--- src/rtl/aprx_fpu_pkg.sv ---
// Shared types and helpers for the approximate FP datapath: operand class
// encoding and the exponent bias of an EXP_W-bit biased exponent field.
package aprx_fpu_pkg;

   typedef enum logic [1:0] {
      FP_ZERO = 2'd0,
      FP_NORM = 2'd1,
      FP_INF  = 2'd2,
      FP_NAN  = 2'd3
   } fp_class_e;

   // Bias of an exp_w-bit exponent field: 2^(exp_w-1)-1
   function automatic int fp_bias(input int exp_w);
      return (1 << (exp_w - 1)) - 1;
   endfunction

endpackage

--- src/rtl/aprx_fp_unpack.sv ---
// Combinational operand unpack: splits {sign, exp, frac}, classifies the
// operand and builds the truncated significand with its hidden one.
// Denormals are flushed (exp==0 is ZERO whatever the fraction holds).
module aprx_fp_unpack
   import aprx_fpu_pkg::*;
#(
   parameter int EXP_W    = 8,
   parameter int MAN_W    = 7,
   parameter int MAN_KEEP = 7
) (
   input  logic [EXP_W+MAN_W:0] op,
   output logic                 sign,
   output fp_class_e            cls,
   output logic [EXP_W-1:0]     exp,
   output logic [MAN_KEEP:0]    sig
);

   logic [EXP_W-1:0] exp_f;
   logic [MAN_W-1:0] frac_f;

   assign exp_f  = op[MAN_W +: EXP_W];
   assign frac_f = op[MAN_W-1:0];

   // Classify and keep only the MAN_KEEP fraction MSBs for the multiplier
   always_comb begin
      sign = op[EXP_W+MAN_W];
      exp  = exp_f;
      sig  = {1'b1, frac_f[MAN_W-1 -: MAN_KEEP]};
      cls  = FP_NORM;
      if (exp_f == '0) begin
         cls = FP_ZERO;
      end else if (&exp_f) begin
         cls = (frac_f == '0) ? FP_INF : FP_NAN;
      end
   end

endmodule

--- src/rtl/aprx_fp_mul_pipe.sv ---
// Three-stage elastic approximate floating-point multiplier.
//   S1: unpack/classify both operands
//   S2: significand multiply, biased exponent sum, sign
//   S3: normalise, truncate, special-value resolution, flags
//
// Handshake: a word moves across an interface on any clock edge where
// valid && ready are both high. A producer holds valid and data until that
// edge; res and flags stay stable while out_valid && !out_ready. in_ready is
// derived from downstream occupancy only and never looks at in_valid.
module aprx_fp_mul_pipe
   import aprx_fpu_pkg::*;
#(
   parameter int EXP_W    = 8,
   parameter int MAN_W    = 7,
   parameter int MAN_KEEP = 7
) (
   input  logic                 clk,
   input  logic                 rst_n,
   input  logic                 in_valid,
   output logic                 in_ready,
   input  logic [EXP_W+MAN_W:0] op_a,
   input  logic [EXP_W+MAN_W:0] op_b,
   output logic                 out_valid,
   input  logic                 out_ready,
   output logic [EXP_W+MAN_W:0] res,
   output logic                 flag_of,
   output logic                 flag_uf,
   output logic                 flag_nv
);

   localparam int W    = 1 + EXP_W + MAN_W;
   localparam int BIAS = fp_bias(EXP_W);
   localparam int P_W  = 2 * MAN_KEEP + 2;   // full product width
   localparam int HI_W = MAN_KEEP + 2;       // product bits that can reach the result
   localparam int E_W  = EXP_W + 2;          // signed exponent working width

   localparam logic signed [E_W-1:0] EXP_MAX = E_W'((1 << EXP_W) - 1);
   localparam logic [W-1:0] QNAN =
      {1'b0, {EXP_W{1'b1}}, {MAN_W{1'b0}}} | (W'(1) << (MAN_W - 1));

   typedef struct packed {
      logic                sign;
      fp_class_e           cls;
      logic [EXP_W-1:0]    exp;
      logic [MAN_KEEP:0]   sig;
   } fp_op_t;

   // ---------------- stage control ----------------
   logic s1_valid, s2_valid, s3_valid;
   logic s1_load, s2_load, s3_load;

   assign s3_load   = !s3_valid || out_ready;
   assign s2_load   = !s2_valid || s3_load;
   assign s1_load   = !s1_valid || s2_load;
   assign in_ready  = s1_load;
   assign out_valid = s3_valid;

   // ---------------- S1: unpack ----------------
   logic                ua_sign, ub_sign;
   fp_class_e           ua_cls, ub_cls;
   logic [EXP_W-1:0]    ua_exp, ub_exp;
   logic [MAN_KEEP:0]   ua_sig, ub_sig;
   fp_op_t              a_u, b_u, s1_a, s1_b;

   aprx_fp_unpack #(.EXP_W(EXP_W), .MAN_W(MAN_W), .MAN_KEEP(MAN_KEEP)) u_unpack_a (
      .op(op_a), .sign(ua_sign), .cls(ua_cls), .exp(ua_exp), .sig(ua_sig));
   aprx_fp_unpack #(.EXP_W(EXP_W), .MAN_W(MAN_W), .MAN_KEEP(MAN_KEEP)) u_unpack_b (
      .op(op_b), .sign(ub_sign), .cls(ub_cls), .exp(ub_exp), .sig(ub_sig));

   assign a_u = '{sign: ua_sign, cls: ua_cls, exp: ua_exp, sig: ua_sig};
   assign b_u = '{sign: ub_sign, cls: ub_cls, exp: ub_exp, sig: ub_sig};

   // ---------------- S2: multiply and exponent sum ----------------
   logic                  s2_sign;
   fp_class_e             s2_cls_a, s2_cls_b;
   logic signed [E_W-1:0] s2_exp, exp_sum_d;
   logic [HI_W-1:0]       s2_prod, prod_hi_d;

   // Bits below the kept fraction can never reach the result, so only the
   // top HI_W product bits are registered.
   assign prod_hi_d = HI_W'((P_W'(s1_a.sig) * P_W'(s1_b.sig)) >> MAN_KEEP);
   assign exp_sum_d = $signed({2'b00, s1_a.exp}) + $signed({2'b00, s1_b.exp})
                    - $signed(E_W'(BIAS));

   // ---------------- S3: normalise, pack, flags ----------------
   logic signed [E_W-1:0]   exp_n;
   logic [MAN_KEEP-1:0]     keep_n;
   logic [MAN_KEEP+MAN_W-1:0] frac_fill;
   logic [MAN_W-1:0]        frac_n;
   logic [W-1:0]            res_d;
   logic                    of_d, uf_d, nv_d;

   // Normalise the product, truncate, then resolve specials by priority
   always_comb begin
      exp_n  = s2_exp;
      keep_n = s2_prod[MAN_KEEP-1:0];
      if (s2_prod[HI_W-1]) begin
         exp_n  = s2_exp + E_W'(1);
         keep_n = s2_prod[MAN_KEEP:1];
      end
      frac_fill = {keep_n, {MAN_W{1'b0}}};
      frac_n    = frac_fill[MAN_KEEP+MAN_W-1 -: MAN_W];

      res_d = {s2_sign, exp_n[EXP_W-1:0], frac_n};
      of_d  = 1'b0;
      uf_d  = 1'b0;
      nv_d  = 1'b0;
      if (s2_cls_a == FP_NAN || s2_cls_b == FP_NAN ||
          (s2_cls_a == FP_INF && s2_cls_b == FP_ZERO) ||
          (s2_cls_a == FP_ZERO && s2_cls_b == FP_INF)) begin
         res_d = QNAN;
         nv_d  = 1'b1;
      end else if (s2_cls_a == FP_INF || s2_cls_b == FP_INF) begin
         res_d = {s2_sign, {EXP_W{1'b1}}, {MAN_W{1'b0}}};
      end else if (s2_cls_a == FP_ZERO || s2_cls_b == FP_ZERO) begin
         res_d = {s2_sign, {(W-1){1'b0}}};
      end else if (exp_n >= EXP_MAX) begin
         res_d = {s2_sign, {EXP_W{1'b1}}, {MAN_W{1'b0}}};
         of_d  = 1'b1;
      end else if (exp_n[E_W-1] || exp_n == '0) begin
         res_d = {s2_sign, {(W-1){1'b0}}};
         uf_d  = 1'b1;
      end
   end

   // Stage valid bits: cleared asynchronously, shift whenever a stage loads
   always_ff @(posedge clk or negedge rst_n) begin
      if (!rst_n) begin
         s1_valid <= 1'b0;
         s2_valid <= 1'b0;
         s3_valid <= 1'b0;
      end else begin
         if (s1_load) s1_valid <= in_valid;
         if (s2_load) s2_valid <= s1_valid;
         if (s3_load) s3_valid <= s2_valid;
      end
   end

   // S1/S2 data registers: capture only when a valid word moves in
   always_ff @(posedge clk) begin
      if (s1_load && in_valid) begin
         s1_a <= a_u;
         s1_b <= b_u;
      end
      if (s2_load && s1_valid) begin
         s2_sign  <= s1_a.sign ^ s1_b.sign;
         s2_cls_a <= s1_a.cls;
         s2_cls_b <= s1_b.cls;
         s2_exp   <= exp_sum_d;
         s2_prod  <= prod_hi_d;
      end
   end

   // Output register: zero after reset, held while the consumer stalls
   always_ff @(posedge clk or negedge rst_n) begin
      if (!rst_n) begin
         res     <= '0;
         flag_of <= 1'b0;
         flag_uf <= 1'b0;
         flag_nv <= 1'b0;
      end else if (s3_load && s2_valid) begin
         res     <= res_d;
         flag_of <= of_d;
         flag_uf <= uf_d;
         flag_nv <= nv_d;
      end
   end

endmodule

--- config.mk ---
export PLATFORM = sky130hd
export DESIGN_NAME = aprx_fp_mul_pipe
export DESIGN_NICKNAME = d
export VERILOG_FILES = /design/src/rtl/aprx_fpu_pkg.sv /design/src/rtl/aprx_fp_unpack.sv /design/src/rtl/aprx_fp_mul_pipe.sv
export SDC_FILE = /design/constraint.sdc
export NUM_CORES = 1
export LEC_CHECK = 0
export ABC_AREA = 1
export CORE_MARGIN = 3
export CORE_UTILIZATION = 40
export CTS_BUF_LIST = sky130_fd_sc_hd__clkbuf_16
export DETAILED_ROUTE_END_ITERATION = 7
export HOLD_SLACK_MARGIN = 0.12
export SLEW_MARGIN = 20
export SYNTH_ARGS = -nofsm -noshare
export SYNTH_HDL_FRONTEND = slang
export SYNTH_SLANG_ARGS = --single-unit
--- constraint.sdc ---
create_clock -name clk -period 10.4 [get_ports clk]
set_input_delay 2.08 -clock clk [delete_from_list [all_inputs] [get_ports clk]]
set_output_delay 2.08 -clock clk [all_outputs]
set_load 0.01 [all_outputs]
==> flow_summary.ini, run 1 <==
[global_routing]
grt_overflow = 0
grt_use_total = 0.143
grt_pass1_wl_um = 18800
grt_max_degree = 37
antenna_found_initial = 0
grt_pass1_vias = 4171

[power_and_ir_drop]
p_per_area_nw_per_um2 = 234
leakagePower_nw = 3.29
vdd_drop_max_mv = 0.105

[finish]
n_fill_cell = 1378
final_nets = 805
antenna_cells = 0
finish.instance_area_um2 = 6810
drive_above_1_share = 0.0478
areaGrowthSynthToFinish_pct = 17.8

[sta]
finalHoldViolations = 0
slew_viol_final = 0
setup_tns_ns = 0
rsz0062_at_grt = false
finalSetupViolCount = 0
finalClockSkew_ns = 0.00452
min_period_ns = 5.45
max_freq_mhz = 184
max_slew.worst_pin.slew_ns = 0.958
slew_headroom = 0.360
min_period_over_period = 0.524
holdWs_ns = 0.427

[setup_path]
crit_chain = clkdlybuf4s50_1, inv_1, nand2_1, nor2_1, nand2_1, clkdlybuf4s50_1
required_ns = 8.32
cp_top_family = buffers and inverters
worstPathMaxFanout = 3
crit_type = input pin to output pin
arrival_ns = 3.37
crit_slowest_cell = clkdlybuf4s50_1
start_kind = input pin
cp.buffers_inverters = 3
worst_path_largest_cell_delay_ns = 0.54
end_kind = output pin

[detailed_routing]
antenna_left = 0
drt-vias-per-instance = 4.78
route.vias.total = 4161
drtPass1Iterations = 4
drt_iter0_drc = 144
wl_um = 10800
wl_per_cell_um = 12.4
route.detailed.drc = 0

[clock_tree]
cts_tree = yes
cts_max_level = 3
postCtsSetupBuffers = 0
cts_buffers = 9
cts-root-buf = clkbuf_16
path_clk_slew_ns = 0.06
clock_sinks = 82
insertion_delay_ns = 0.33
holdBufCountCts = 0
cts_resized = 0
clock_path_buffers = 2

[run]
maxCapViolCount = 0

[synth]
avgSynthCellArea_um2 = 9.25
ys_warn_count = 0
synth_top_area_share = 0.312
synth-seq-cells = 82
synth_nets = 745
netlist_instances = 625
ys.flop_type = edfxtp_1
yosys.area.top_type = edfxtp_1
synth_cell_type_count = 39
synth_area_um2 = 5780
synth_edf_count = 60
ys_top_cells_by_area = edfxtp_1 31%, fa_1 12%, ha_1 10%, dfrtp_1 9.5%, nand2_1 9.0%
synth_seq_area_share = 0.407
synthArstFlopShare = 0.268

[hold_path]
hp-class = register to register

[floorplanning]
dieArea_um2 = 15900
coreArea_um2 = 14000
start_util = 0.413
die_h_um = 126
die_x_um = 126
num_rows = 43
num_io_pins = 57

[status]
outcome = complete, no violations

[placement]
portBuffers = 56
place_area_um2 = 6520
dp_hpwl_um = 8790
routabilityCongestion = 0.839
state kept, by name (all words and copies together) (netlist names):
signal     flops
flag_nv        1
flag_of        1
flag_uf        1
out_valid      1
res           16
s1_a          18
s1_b          18
s1_valid       1
s2_cls_a       2
s2_cls_b       2
s2_exp        10
s2_prod        9
s2_sign        1
s2_valid       1
kinds of logic after synthesis:
group / synth area share
AO/OA/AOI/OAI: 0.0612
buffers and inverters: 0.0918
AND/OR/NAND/NOR: 0.186
flip-flops: 0.407
adder cells (fa/ha/maj): 0.229
XOR/XNOR: 0.0258
placed cells by master (no fill, tap or decap), types with 3 or more instances in the layout:
| master | Yosys | routed |
|---|---|---|
| nand4_1 | 9 | 9 |
| nand2_2 | 4 | 4 |
| nand2_1 | 138 | 138 |
| nor2_1 | 36 | 36 |
| nor4_1 | 8 | 8 |
| nor3_1 | 4 | 4 |
| inv_1 | 126 | 126 |
| xor2_1 | 11 | 11 |
| clkbuf_16 | 0 | 10 |
| fa_1 | 36 | 36 |
| edfxtp_1 | 60 | 60 |
| ha_1 | 48 | 48 |
| a21oi_1 | 33 | 33 |
| xnor2_1 | 6 | 6 |
| o21ai_1 | 3 | 3 |
| clkdlybuf4s50_1 | 0 | 56 |
| o21ai_0 | 12 | 12 |
| nand3_1 | 38 | 38 |
| dfrtp_1 | 22 | 22 |
worst register-to-register path: cells and delay by family, from the launching register on:
family / cells / cell delay [ns]
compound gates: 3 / 0.60
xor+xnor: 1 / 0.08
fa+ha+maj: 5 / 2.43
buf+inv: 6 / 0.31
flops: 1 / 0.53
simple gates: 2 / 0.31
per-stage QoR:
stage | std cells | total power [mW] | util | worst slack [ns]
6_report | 870 | 1.60 | 0.487 | 4.95
5_1_grt | 870 | 1.76 | 0.487 | 4.90
4_1_cts | 870 | 1.61 | 0.487 | 4.96
3_5_place_dp | 854 | 1.30 | 0.466 | 4.96
3_3_place_gp | 854 | 1.29 | 0.466 | 5.00
2_1_floorplan | 625 | 1.10 | - | 5.91
path summary, 6_finish.rpt:
check	startpoint	to	slack (ns)	cells past startpoint
worst min register to register	s1_a[16]$_SDFFCE_PP0P_	s2_cls_a[0]$_DFFE_PP_	0.43	0
min in group asynchronous	rst_n	s2_valid$_DFFE_PN0P_	2.28	1
worst max register to register	s1_a[1]$_DFFE_PP_	s2_prod[5]$_DFFE_PP_	5.85	17
worst min-delay path	s1_a[16]$_SDFFCE_PP0P_	s2_cls_a[0]$_DFFE_PP_	0.43	0
max in group asynchronous	rst_n	res[10]$_DFFE_PN0P_	7.53	1
worst max-delay path	out_ready	in_ready	4.95	6
layout make-up:
cell class              count  area [um^2]  share of cell area
multi-input cells         408         2900               0.426
flip-flops and latches     82         2350               0.345
repair buffers             57          568              0.0834
inverters                 127          477              0.0700
clock buffers              10          250              0.0368
well taps                 180          225              0.0331
clock inverters             6         37.5             0.00551
Yosys cell counts (4+ instances only):
library cell and instances:
ha_1 48, nor2_1 36, nand2_1 138, nor3_1 4
o21ai_0 12, nand2_2 4, xor2_1 11, nor4_1 8
edfxtp_1 60, a21oi_1 33, dfrtp_1 22, xnor2_1 6
fa_1 36, clkbuf_1 4, nand3_1 38, inv_1 126
nand4_1 9
layer usage:
layer	global-route usage	up-vias	wire length, um
li1	-	2145	-
met1	0.186	1937	5080
met2	0.241	66	5120
met3	0.0335	13	442
met4	0.0385	0	134
met5	0	-	0
power breakdown:
group	switching [mW]	total, mW	internal, mW
Sequential	0.0548	0.520	0.465
Clock	0.124	0.300	0.176
Combinational	0.452	0.776	0.324
Power figures use the tool's default switching activity.
==> run 2: changes to the inputs <==
clock period = 4.95 ns   (was 10.4 ns; I/O delays follow)
==> run 2 against run 1 <==
Compared with the run above: first-iteration DRC count grew 19%; clock skew grew 0.0040 ns; clock-buffer cell count shrank 1; worst hold slack gained 0.012 ns; register-to-register slack lost 5.2 ns; flip-flop and latch count is the same; clock power grew 120%.
==> flow_summary.ini, run 2 (synthesis results as in run 1) <==
[power_and_ir_drop]
leakagePower_nw = 3.30
vdd_drop_max_mv = 0.275
p_per_area_nw_per_um2 = 498

[setup_path]
required_ns = 5.03
crit_chain = nand2_1, inv_1, fa_1, inv_1, fa_1, inv_1, fa_1, inv_1, fa_1, inv_1, ha_1, a21oi_1, o21ai_0, a21oi_1, inv_1, nor2_1, xnor2_1
end_kind = register
worst_path_largest_cell_delay_ns = 0.53
cp_top_family = adder cells
start_kind = register
crit_slowest_cell = edfxtp_1
arrival_ns = 4.39
worstPathMaxFanout = 8
crit_top_cell = inv_1
crit_type = register to register
cp.buffers_inverters = 6

[placement]
routabilityCongestion = 0.834
place_area_um2 = 6520
dp_hpwl_um = 8990
placed_cells = 854
dp_slack_ns = 0.635
portBuffers = 56

[clock_tree]
cts_max_level = 3
path_clk_slew_ns = 0.06
postCtsSetupBuffers = 0
cts-root-buf = clkbuf_16
holdBufCountCts = 0
cts_buffers = 9
insertion_delay_ns = 0.34
clock_path_buffers = 2
cts_tree = yes
clock_sinks = 82
cts_resized = 0

[global_routing]
grt_overflow = 0
grt_use_total = 0.145
grt_pass1_vias = 4165
grt_pass1_wl_um = 19000
antenna_found_initial = 0
grt_max_degree = 37

[floorplanning]
dieArea_um2 = 15900
die_h_um = 126
num_io_pins = 57
num_rows = 43
die_x_um = 126
coreArea_um2 = 14000
start_util = 0.413

[finish]
drive_above_1_share = 0.0493
areaGrowthSynthToFinish_pct = 17.9
final_cell_mix = 138 x nand2_1, 126 x inv_1, 60 x edfxtp_1
reg_top3 = s1_a: 18 flops, s1_b: 18 flops, res: 16 flops
final_common_cell = nand2_1
final_nets = 805
finish.instance_area_um2 = 6820
fin_cells = 870
antenna_cells = 0

[sta]
slew_viol_final = 0
fin_ws_ns = 0.638
finalHoldViolations = 0
finalClockSkew_ns = 0.00853
max_freq_mhz = 232
max_slew.worst_pin.slew_ns = 0.867
rsz0062_at_grt = false
min_period_over_period = 0.871
slew_headroom = 0.421
finalSetupViolCount = 0
setup_tns_ns = 0
min_period_ns = 4.31

[detailed_routing]
antenna_left = 0
drt-vias-per-instance = 4.74
wl_um = 10800
drt_iter0_drc = 171
wl_per_cell_um = 12.4
route.detailed.drc = 0
drtPass1Iterations = 4
route.vias.total = 4123

[run]
maxCapViolCount = 0

[status]
outcome = complete, no violations

[hold_path]
hp-class = register to register
run 2: power breakdown:
group,total (mW),switching [mW],internal (mW)
logic,1.64,0.953,0.683
registers,1.10,0.118,0.978
clock network,0.663,0.268,0.395
total,3.39,1.34,2.06
run 2: final timing paths:
| check | from | end | slack (ns) | cells past startpoint |
|---|---|---|---|---|
| worst max-delay path | s1_b[4]$_DFFE_PP_ | s2_prod[5]$_DFFE_PP_ | 0.64 | 17 |
| worst min-delay path | s1_a[17]$_SDFFCE_PP0P_ | s2_cls_a[1]$_DFFE_PP_ | 0.44 | 0 |
| worst max register to register | s1_b[4]$_DFFE_PP_ | s2_prod[5]$_DFFE_PP_ | 0.64 | 17 |
| worst min register to register | s1_a[17]$_SDFFCE_PP0P_ | s2_cls_a[1]$_DFFE_PP_ | 0.44 | 0 |
| max in group asynchronous | rst_n | res[13]$_DFFE_PN0P_ | 4.02 | 1 |
| min in group asynchronous | rst_n | res[0]$_DFFE_PN0P_ | 0.61 | 1 |
run 2: layout make-up:
class / instances / area [um^2]
clock buffers: 9 / 225
clock inverters: 7 / 75.1
fillers: 1356 / 7170
inverters: 127 / 477
multi-input cells: 408 / 2900
flip-flops and latches: 82 / 2350
well taps: 180 / 225
repair buffers: 57 / 563
run 2: worst reg2reg max path, delay by kind of cell, from the launching register on:
kind	cells	cell delay (ns)
fa+ha+maj	5	2.41
flops	1	0.53
buf+inv	6	0.30
compound gates	3	0.51
simple gates	2	0.24
xor+xnor	1	0.07
run 2: stage by stage:
step	hold slack (ns)	power [mW]	utilization
floorplan	0.400	2.30	-
global placement	0.423	2.73	0.466
detailed placement	0.427	2.75	0.466
CTS	0.441	3.44	0.488
global route	0.450	3.73	0.487
finish	0.439	3.39	0.487
run 2: metal layers:
| layer | share of wire | GRT usage | wire length, um | vias up |
|---|---|---|---|---|
| met5 | 0 | 0 | 0 | - |
| met4 | 0.013 | 0.0347 | 135 | 0 |
| met3 | 0.041 | 0.0305 | 443 | 11 |
| met2 | 0.47 | 0.243 | 5040 | 78 |
| met1 | 0.48 | 0.192 | 5160 | 1892 |
| li1 | - | - | - | 2142 |
